### src/rtl/microwave_pkg.sv
// Shared types and constants for the microwave timer/input path.
package microwave_pkg;

  localparam int DIGIT_W = 4;

  typedef logic [DIGIT_W-1:0] bcd_t;

  typedef enum logic [2:0] {
    ST_IDLE    = 3'd0,
    ST_ENTRY   = 3'd1,
    ST_RUNNING = 3'd2,
    ST_PAUSED  = 3'd3,
    ST_DONE    = 3'd4
  } state_t;

  localparam bcd_t BCD_NINE = 4'd9;
  localparam bcd_t BCD_FIVE = 4'd5;

  // Keypad codes above 9 are function keys and never enter the time value.
  function automatic logic is_bcd(input bcd_t d);
    return d <= BCD_NINE;
  endfunction

endpackage

### src/rtl/bcd_cook_timer_if.sv
// Key/command inputs and time/status outputs of the cook timer.
interface bcd_cook_timer_if;
  import microwave_pkg::*;

  logic key_valid;
  bcd_t digit;
  logic start;
  logic stop;
  logic tick;
  bcd_t min_tens;
  bcd_t min_ones;
  bcd_t sec_tens;
  bcd_t sec_ones;
  logic running;
  logic done;

  // Keypad/controller side drives commands and observes the time.
  modport master (
    output key_valid, digit, start, stop, tick,
    input  min_tens, min_ones, sec_tens, sec_ones, running, done
  );

  // Timer side.
  modport slave (
    input  key_valid, digit, start, stop, tick,
    output min_tens, min_ones, sec_tens, sec_ones, running, done
  );
endinterface

### src/rtl/bcd_digit_down.sv
// One BCD digit of the countdown: parallel load, or decrement with
// borrow into the next more significant digit.
module bcd_digit_down
  import microwave_pkg::*;
(
  input  logic clk,
  input  logic clear,
  input  logic load,
  input  bcd_t load_val,
  input  logic dec,
  input  bcd_t reload,
  output bcd_t q,
  output logic borrow_out
);

  // A digit at zero asked to decrement wraps to its reload value and borrows.
  assign borrow_out = (q == '0) && dec;

  // Load has priority; the top never asserts load and dec together.
  always_ff @(posedge clk) begin
    if (clear)           q <= '0;
    else if (load)       q <= load_val;
    else if (borrow_out) q <= reload;
    else if (dec)        q <= q - 4'd1;
  end

endmodule

### src/rtl/bcd_cook_timer.sv
// Cook-time entry register and 1 Hz MM:SS countdown engine.
module bcd_cook_timer
  import microwave_pkg::*;
#(
  parameter int TICK_DIV = 0
) (
  input logic             clk,
  input logic             clear,
  bcd_cook_timer_if.slave bus
);

  // Only the external tick is supported; a nonzero divider is reserved
  // and leaves the countdown frozen rather than guessing a rate.
  localparam bit EXT_TICK = (TICK_DIV == 0);

  // Digit index: 0 sec_ones, 1 sec_tens, 2 min_ones, 3 min_tens.
  logic [3:0][DIGIT_W-1:0] q;
  logic [3:0][DIGIT_W-1:0] load_val;
  logic [3:0]              dec;
  logic [3:0]              borrow;
  logic                    load;

  state_t state;
  logic   running_r;
  logic   done_r;

  logic tick_en, is_zero, is_one, cancel, go_entry, shift, dec_en;

  assign tick_en  = EXT_TICK ? bus.tick : 1'b0;
  assign is_zero  = (q == '0);
  assign is_one   = (q[3] == '0) && (q[2] == '0) && (q[1] == '0) && (q[0] == 4'd1);

  // stop beats everything; it cancels entry or a paused cook.
  assign cancel   = bus.stop && (state == ST_ENTRY || state == ST_PAUSED);
  // start from entry needs a nonzero time and drops a coincident key.
  assign go_entry = bus.start && !bus.stop && (state == ST_ENTRY) && !is_zero;
  assign shift    = (state == ST_IDLE || state == ST_ENTRY) && bus.key_valid &&
                    is_bcd(bus.digit) && !cancel && !go_entry;
  // Only a tick seen while already RUNNING counts, and stop suppresses it.
  assign dec_en   = (state == ST_RUNNING) && tick_en && !bus.stop;

  // Shift-in / zeroing mux and the borrow chain.
  always_comb begin
    load     = shift || cancel;
    load_val = cancel ? '0 : {q[2], q[1], q[0], bus.digit};
    dec      = {borrow[2:0], dec_en};
  end

  for (genvar i = 0; i < 4; i++) begin : g_digit
    bcd_digit_down u_digit (
      .clk        (clk),
      .clear      (clear),
      .load       (load),
      .load_val   (load_val[i]),
      .dec        (dec[i]),
      .reload     ((i == 1) ? BCD_FIVE : BCD_NINE),
      .q          (q[i]),
      .borrow_out (borrow[i])
    );
  end

  // Mode FSM with registered running/done flags.
  always_ff @(posedge clk) begin
    if (clear) begin
      state     <= ST_IDLE;
      running_r <= 1'b0;
      done_r    <= 1'b0;
    end else begin
      running_r <= 1'b0;
      done_r    <= 1'b0;
      case (state)
        ST_IDLE: if (shift) state <= ST_ENTRY;
        ST_ENTRY: begin
          if (cancel) state <= ST_IDLE;
          else if (go_entry) begin
            state     <= ST_RUNNING;
            running_r <= 1'b1;
          end
        end
        ST_RUNNING: begin
          if (bus.stop) state <= ST_PAUSED;
          else if (dec_en && is_one) begin
            state  <= ST_DONE;
            done_r <= 1'b1;
          end else running_r <= 1'b1;
        end
        ST_PAUSED: begin
          if (bus.stop) state <= ST_IDLE;
          else if (bus.start) begin
            state     <= ST_RUNNING;
            running_r <= 1'b1;
          end
        end
        ST_DONE: state <= ST_IDLE;
        default: state <= ST_IDLE;
      endcase
    end
  end

  assign bus.sec_ones = q[0];
  assign bus.sec_tens = q[1];
  assign bus.min_ones = q[2];
  assign bus.min_tens = q[3];
  assign bus.running  = running_r;
  assign bus.done     = done_r;

endmodule

### src/flat_wrapper.sv
// flat-port wrapper written by rule: the top's interface ports become plain ports
module bcd_cook_timer_flat import microwave_pkg::*;
#(
  parameter int TICK_DIV = 0
)
  (clk, clear, bus_key_valid, bus_digit, bus_start, bus_stop, bus_tick, bus_min_tens, bus_min_ones, bus_sec_tens, bus_sec_ones, bus_running, bus_done);
  bcd_cook_timer_if bus_i ();
  input logic clk;
  input logic clear;
  input wire logic [$bits(bus_i.key_valid)-1:0] bus_key_valid;
  input wire logic [$bits(bus_i.digit)-1:0] bus_digit;
  input wire logic [$bits(bus_i.start)-1:0] bus_start;
  input wire logic [$bits(bus_i.stop)-1:0] bus_stop;
  input wire logic [$bits(bus_i.tick)-1:0] bus_tick;
  output wire logic [$bits(bus_i.min_tens)-1:0] bus_min_tens;
  output wire logic [$bits(bus_i.min_ones)-1:0] bus_min_ones;
  output wire logic [$bits(bus_i.sec_tens)-1:0] bus_sec_tens;
  output wire logic [$bits(bus_i.sec_ones)-1:0] bus_sec_ones;
  output wire logic [$bits(bus_i.running)-1:0] bus_running;
  output wire logic [$bits(bus_i.done)-1:0] bus_done;
  assign bus_i.key_valid = bus_key_valid;
  assign bus_i.digit = bus_digit;
  assign bus_i.start = bus_start;
  assign bus_i.stop = bus_stop;
  assign bus_i.tick = bus_tick;
  assign bus_min_tens = bus_i.min_tens;
  assign bus_min_ones = bus_i.min_ones;
  assign bus_sec_tens = bus_i.sec_tens;
  assign bus_sec_ones = bus_i.sec_ones;
  assign bus_running = bus_i.running;
  assign bus_done = bus_i.done;
  bcd_cook_timer #(.TICK_DIV(TICK_DIV)) u_core (.clk(clk), .clear(clear), .bus(bus_i));
endmodule
### config.mk
export PLATFORM = sky130hd
export DESIGN_NAME = bcd_cook_timer_flat
export DESIGN_NICKNAME = d
export VERILOG_FILES = /design/src/rtl/microwave_pkg.sv /design/src/rtl/bcd_cook_timer_if.sv /design/src/rtl/bcd_digit_down.sv /design/src/rtl/bcd_cook_timer.sv /design/src/flat_wrapper.sv
export SDC_FILE = /design/constraint.sdc
export NUM_CORES = 1
export LEC_CHECK = 0
export CORE_MARGIN = 2
export CORE_UTILIZATION = 47
export CTS_CLUSTER_DIAMETER = 60
export CTS_CLUSTER_SIZE = 30
export DETAILED_ROUTE_END_ITERATION = 8
export GPL_ROUTABILITY_DRIVEN = 1
export PLACE_DENSITY = 0.75
export SLEW_MARGIN = 10
export SYNTH_ARGS = -nofsm -noshare
export SYNTH_HDL_FRONTEND = slang
export SYNTH_SLANG_ARGS = --single-unit
### constraint.sdc
create_clock -name clk -period 1.7 [get_ports clk]
set_input_delay 0.255 -clock clk [delete_from_list [all_inputs] [get_ports clk]]
set_output_delay 0.255 -clock clk [all_outputs]
set_load 0.02 [all_outputs]
After elaboration in Yosys (flattened, before gate mapping)
Index checks and enable logic that the tools add are counted.
Widths: inputs -> output; s select.
Storage, ports and cells
  register bits after elaboration: 21
  bits in latches: 0
  memory bits (writable): 0
  ROM bits: 0
  input bits: 10
  output and inout bits: 18
  word-level logic and storage cells: 87
  memories kept: 0
Cells by class
  add/subtract/negate cells: 4
  $mul: 0
  divide/modulo/power cells: 0
  magnitude comparators: 1
  eq/ne operators: 8
  shift-type cells: 0
  mux-type cells: 29
  bitwise gates (word level): 1
  reductions and logical operators: 37
Operators by type and width (count)
  $mux 4: 12
  $mux 3: 7
  $logic_and 1x1->1: 18
  $logic_not 16->1: 1
  $logic_not 4->1: 4
  $mux 16: 1
  $sub 4x1->4 const B: 4
  $pmux 3 s4: 1
  $reduce_bool 3->1: 4
  $mux 1: 7
  $eq 3x2->1 const B: 2
  $ne 3x3->1 const B: 2
  $eq 4x1->1 const B: 1
  $le 4x4->1 const B: 1
  $logic_not 1->1: 4
  $reduce_and 4->1: 1
  $eq 3x1->1 const B: 1
  $logic_not 3->1: 1
  $logic_or 1x1->1: 3
  $ne 3x1->1 const B: 1
  $pmux 1 s3: 1
  $reduce_or 3->1: 1
  $ne 2x1->1 const B: 1
  $not 1->1: 1

Logic depth before layout (Yosys ltp)
  depth after elaboration: 9
  depth in mapped cells: 8
  gate-level depth less buffers: 7

Modules after synthesis
From an unflattened synthesis, not the netlist that was laid out.
Second synthesis, totals
  cells, all modules: 212
  area total of the unflattened synthesis: 1766.7 um^2
Modules (own cells, without submodules)
  bcd_digit_down: instances 4, cells an instance 36, area each 315.3 um^2, seq. area each 80.1 um^2
  bcd_cook_timer: instances 1, cells an instance 68, area each 505.5 um^2, seq. area each 100.1 um^2

Worst setup path before layout
Ideal clock, no wire load.
  path kind: flip-flop to flip-flop
  from: reg u_core.g_digit[0].u_digit.q[0]
  to: reg u_core.g_digit[3].u_digit.q[2]
  setup time: 0.084 ns
  data arrival time: 1.919 ns
  required time: 1.616 ns
  setup slack: -0.303 ns
  stages on the path, launching flop included: 9
  path buffers: 1
  clock period less this slack: 2.003 ns
  path through: dfxtp_1 inv_1 ha_1 nor3b_2 and4_1 buf_4 a211oi_1 a221oi_2 o31ai_2
Between the ends
  word-level cells in the longest chain between the ends: 7
  elaborated cells between the ends (all ways): 14
  classes of those cells: mux: 2; reduce/logical: 12
Ends and longest elaborated chain
  from (decl): line bcd_digit_down.sv:12  | output bcd_t q,
  from (signal assigned): line bcd_digit_down.sv:22  | else if (load) q <= load_val;
  from (signal assigned): line bcd_digit_down.sv:23  | else if (borrow_out) q <= reload;
  from (signal assigned): line bcd_digit_down.sv:24  | else if (dec) q <= q - 4'd1;
  $logic_not 16->1 or $logic_not 4->1 (tied branches): line bcd_cook_timer.sv:30, bcd_digit_down.sv:17
  $logic_not 1->1 or $logic_and 1x1->1 (tied branches): line bcd_cook_timer.sv:36, bcd_digit_down.sv:17
  $logic_and 1x1->1 (on tied branches): line bcd_cook_timer.sv:36, bcd_digit_down.sv:17
  $logic_not 1->1 or $logic_and 1x1->1 (tied branches): line bcd_cook_timer.sv:38, bcd_digit_down.sv:17
  $logic_and 1x1->1 (on tied branches): line bcd_cook_timer.sv:38, bcd_digit_down.sv:17
  $logic_or 1x1->1 or $mux 4 (tied branches): line bcd_cook_timer.sv:44, bcd_digit_down.sv:23
  $reduce_bool 3->1 (no source line) or $mux 4 (tied branches)
  to (signal assigned): line bcd_digit_down.sv:22
  to (signal assigned): line bcd_digit_down.sv:23
  to (signal assigned): line bcd_digit_down.sv:24
  to (decl): line bcd_digit_down.sv:12
Several ways; a longest one is shown, not always the timed one.
A chain may end at the register's enable or synchronous reset.

Worst setup path after layout
  from: reg u_core.g_digit[2].u_digit.q[1]
  to: reg u_core.g_digit[2].u_digit.q[0]
Between the ends
  word-level cells in the longest chain between the ends: 7
  elaborated cells between the ends (all ways): 11
  classes of those cells: mux: 2; reduce/logical: 9
Ends and longest elaborated chain
  from (decl): line bcd_digit_down.sv:12
  from (signal assigned): line bcd_digit_down.sv:22
  from (signal assigned): line bcd_digit_down.sv:23
  from (signal assigned): line bcd_digit_down.sv:24
  $logic_not 16->1: line bcd_cook_timer.sv:30  | assign is_zero = (q == '0);
  $logic_not 1->1: line bcd_cook_timer.sv:36  | assign go_entry = bus.start && !bus.stop && (state == ST_ENTRY) && !is_zero;
  $logic_and 1x1->1: line bcd_cook_timer.sv:36
  $logic_not 1->1: line bcd_cook_timer.sv:38  | is_bcd(bus.digit) && !cancel && !go_entry;
  $logic_and 1x1->1: line bcd_cook_timer.sv:38
  $logic_or 1x1->1: line bcd_cook_timer.sv:44  | load = shift || cancel;
  $reduce_bool 3->1 (no source line) or $mux 4 (tied branches)
Several ways; a longest one is shown, not always the timed one.

==> flow_metrics.env <==
export IMPL_dr_pass1_iters=5
export IMPL_status="finished, violations left"
export IMPL_clock_fmax_mhz=508
export IMPL_hpwl_mm=3.83
export IMPL_fin_crit_sh_pct=116
export IMPL_ys_flop_type="dfxtp_1"
export IMPL_grt_max_degree=18
export IMPL_wl_per_cell_um=20.0
export IMPL_slew_viol_final=0
export IMPL_insertion_delay_ns=0.33
export IMPL_synth_top_area_share_pct=26.8
export IMPL_timing_final_ws_setup_ns=-0.268
export IMPL_grt_remaining_overflow=0
export IMPL_drive_gt1_share_pct=50.6
export IMPL_antenna_left=0
export IMPL_fillers=184
export IMPL_drc=0
export IMPL_async_flop_share_pct=0
export IMPL_clock_skew_final_ns=0.00239
export IMPL_area_growth_pct=68.4
export IMPL_seq_area_frac_synth_pct=26.8
export IMPL_cts_tree="yes"
export IMPL_crit_slowest_cell="dfxtp_2"
export IMPL_ys_warn_count=0
export IMPL_htreeDepth=1
export IMPL_crit_buf_inv=2
export IMPL_synth_edf_count=0
export IMPL_failed_checks="negative setup slack"
export IMPL_path_delay_family="simple AND/OR/NAND/NOR gates"
export IMPL_syn_num_nets=195
export IMPL_initial_core_util_pct=50.5
export IMPL_vias=1952
export IMPL_synth_area_leaders="dfxtp_1, ha_1, nor3_1"
export IMPL_max_slew_worst_pin_slew_ns=0.521
export IMPL_powerDensity_mw_per_mm2=677
export IMPL_cts_root_buf="clkbuf_4"
export IMPL_track_usage_pct=30.4
export IMPL_cp_required_ns=1.98
export IMPL_die_h_um=61.7
export IMPL_cap_violations=0
export IMPL_antenna_found_initial=0
export IMPL_hold_slack_ns=0.585
export IMPL_fin_crit_ns=1.97
export IMPL_path_class="reg2reg"
export IMPL_path_cells="inv_2 -> ha_4 -> nor3b_4 -> nand4_4 -> a21oi_4 -> buf_6 -> or3_1 -> o2111a_1"
export IMPL_synthCells=177
export IMPL_worst_setup_path_start_kind="register"
export IMPL_insertedDiodeCount=0
export IMPL_yosysUniqueCellTypes=60
export IMPL_synth_area_mm2=0.00157
export IMPL_fp_coreArea_mm2=0.00310
export IMPL_finalSetupViolCount=21
export IMPL_p_switching_uw=709
export IMPL_cp_arrival_ns=2.25
export IMPL_place_ws_ns=-0.540
export IMPL_fin_nets=284
export IMPL_cpPeakStageDelay_ns=0.35
export IMPL_cts_buffers=3
export IMPL_num_io_pins=28
export IMPL_place_congestion=0.908
export IMPL_postSynthAreaPerCell_um2=8.85
export IMPL_grt_pass1_wl_mm=8.50
export IMPL_p_int_uw=1080
export IMPL_cts_hold_fix_buffers=0
export IMPL_yosysTopAreaCell="dfxtp_1"
export IMPL_seq_power_share_pct=32.2
export IMPL_die_area_mm2=0.00381
export IMPL_clock_path_buffers=2
export IMPL_portBuffers=27
export IMPL_dieWidth_um=61.7
export IMPL_critPathMaxFanout=8
export IMPL_reg2reg_slack_ns=-0.27
export IMPL_num_rows=20
export IMPL_crit_path_end_kind="register"
export IMPL_hold_class="in2reg"
export IMPL_pwr_share_clk_pct=15.4
export IMPL_ir_drop_mv=0.476
export IMPL_drt_iter0_drc=172
export IMPL_ys_ff_latch=21
export IMPL_finalWirelength_mm=6.17
export IMPL_cts_sinks=21
export IMPL_rsz0062_at_grt="yes"
export IMPL_vias_per_cell=6.32
export IMPL_relSlewSlack_pct=65.0
export IMPL_cts_clk_slew_worst_paths_ns=0.14
export IMPL_grt_pass1_vias=1828
export IMPL_p_leak_uw=0.00111
export IMPL_hold_violations=0
export IMPL_netSwitchingFraction_pct=39.7
export IMPL_pwr_share_comb_pct=52.3
-- layout by cell type (no fill, tap or decap), drive strengths merged, types with 6 or more instances in the layout --
master         instances
o21ai                 10
dlygate4sd2           10
nor2                   8
nand2                  6
inv                   11
ha                     8
nor3b                  6
clkdlybuf4s50         13
nor3                  19
buf                   67
a22oi                  6
a21oi                  7
dfxtp                 21
-- cell families (layout without fill, tap and decap cells) --
logic type	count (synthesis)	after routing	share of synthesized area, %
flops	21	21	26.8
compound gates	54	54	26.6
fa+ha+maj	8	8	6.39
mux	1	1	0.958
simple gates	69	70	31.6
buf+inv	22	109	6.55
xor+xnor	2	2	1.12
-- worst paths after layout --
kind	startpoint	to	cells past startpoint
max	u_core.g_digit[2].u_digit.q[1]$_SDFFE_PP0P_	u_core.g_digit[2].u_digit.q[0]$_SDFFE_PP0P_	8
min	bus_digit[2]	u_core.g_digit[0].u_digit.q[2]$_SDFFE_PP0P_	3
max reg2reg	u_core.g_digit[2].u_digit.q[1]$_SDFFE_PP0P_	u_core.g_digit[2].u_digit.q[0]$_SDFFE_PP0P_	8
min reg2reg	u_core.g_digit[1].u_digit.q[3]$_SDFFE_PP0P_	u_core.g_digit[2].u_digit.q[3]$_SDFFE_PP0P_	2
-- sequential cells by signal (all words and copies together) (netlist names) --
signal and count:
u_core.bus.running 1, u_core.bus.done 1, u_core.state 3, u_core.g_digit.u_digit.q 16
-- stage by stage --
step	utilization (%)	total power, uW	std cells	cell area [um2]	setup TNS [ns]
after detailed placement	76.2	1380	295	2360	-7.85
after floorplan	-	1010	177	1660	-1.05
final	85.0	1790	309	2640	-4.23
after CTS	79.6	1670	301	2470	-3.27
after global routing	85.0	1850	309	2640	-5.34
after global placement	76.2	1350	295	2360	-6.17
-- final cells by class --
class                   count  area [um2]  share of cell area, %
multi-input cells         135        1260                   47.9
repair buffers             94         798                   30.3
flip-flops and latches     21         444                   16.8
well taps                  44        55.1                   2.09
inverters                  11        48.8                   1.85
clock buffers               3        22.5                  0.854
clock inverters             1        5.00                  0.190
-- metal layers --
metal / vias up / part of all wire, % / track usage [%]
met5: - / 0 / 0
met4: 0 / 3.0 / 14.6
met3: 33 / 7.2 / 6.42
met2: 136 / 51 / 51.3
met1: 926 / 39 / 36.8
li1: 857 / - / -
-- tightest hold or removal path, stage by stage --
cell	delay, ns
clkdlybuf4s50_1	0.44
a2bb2oi_2	0.14
nor3_1	0.05
-- cell usage after synthesis (2+ instances only) --
cell,count
nand2_1,5
a21o_1,2
nand3_1,5
nor3b_4,2
inv_1,11
and2_1,4
nor3b_1,3
buf_2,4
nand4b_1,2
a211oi_1,2
o211ai_1,4
nor2_1,7
o21ai_0,10
buf_4,4
o31ai_2,2
xnor2_1,2
or3_1,3
o2111a_1,2
nor3_1,18
o2111ai_1,2
dfxtp_1,21
a31oi_1,4
a22oi_1,6
o21a_1,2
clkbuf_1,2
a21oi_1,5
and3_1,2
ha_1,8
nor2b_1,2
-- power by group through the flow --
stage                     Clock (uW)  Combinational (uW)  Sequential, uW
after floorplan                    0                 374             635
after global placement             0                 771             577
after detailed placement           0                 796             579
after CTS                        276                 823             571
after global routing             291                 982             579
final                            276                 935             576
-- what timing repair did --
item | CTS | global route
endpoints found under the setup margin | 29 | 24
pin swaps | 19 | 13
resized for setup | 32 | 26
buffers inserted | 2 | 7
endpoints found under the hold margin | 0 | 0
cloned | 0 | 1
Note: power is estimated with default switching activity, not from simulation.
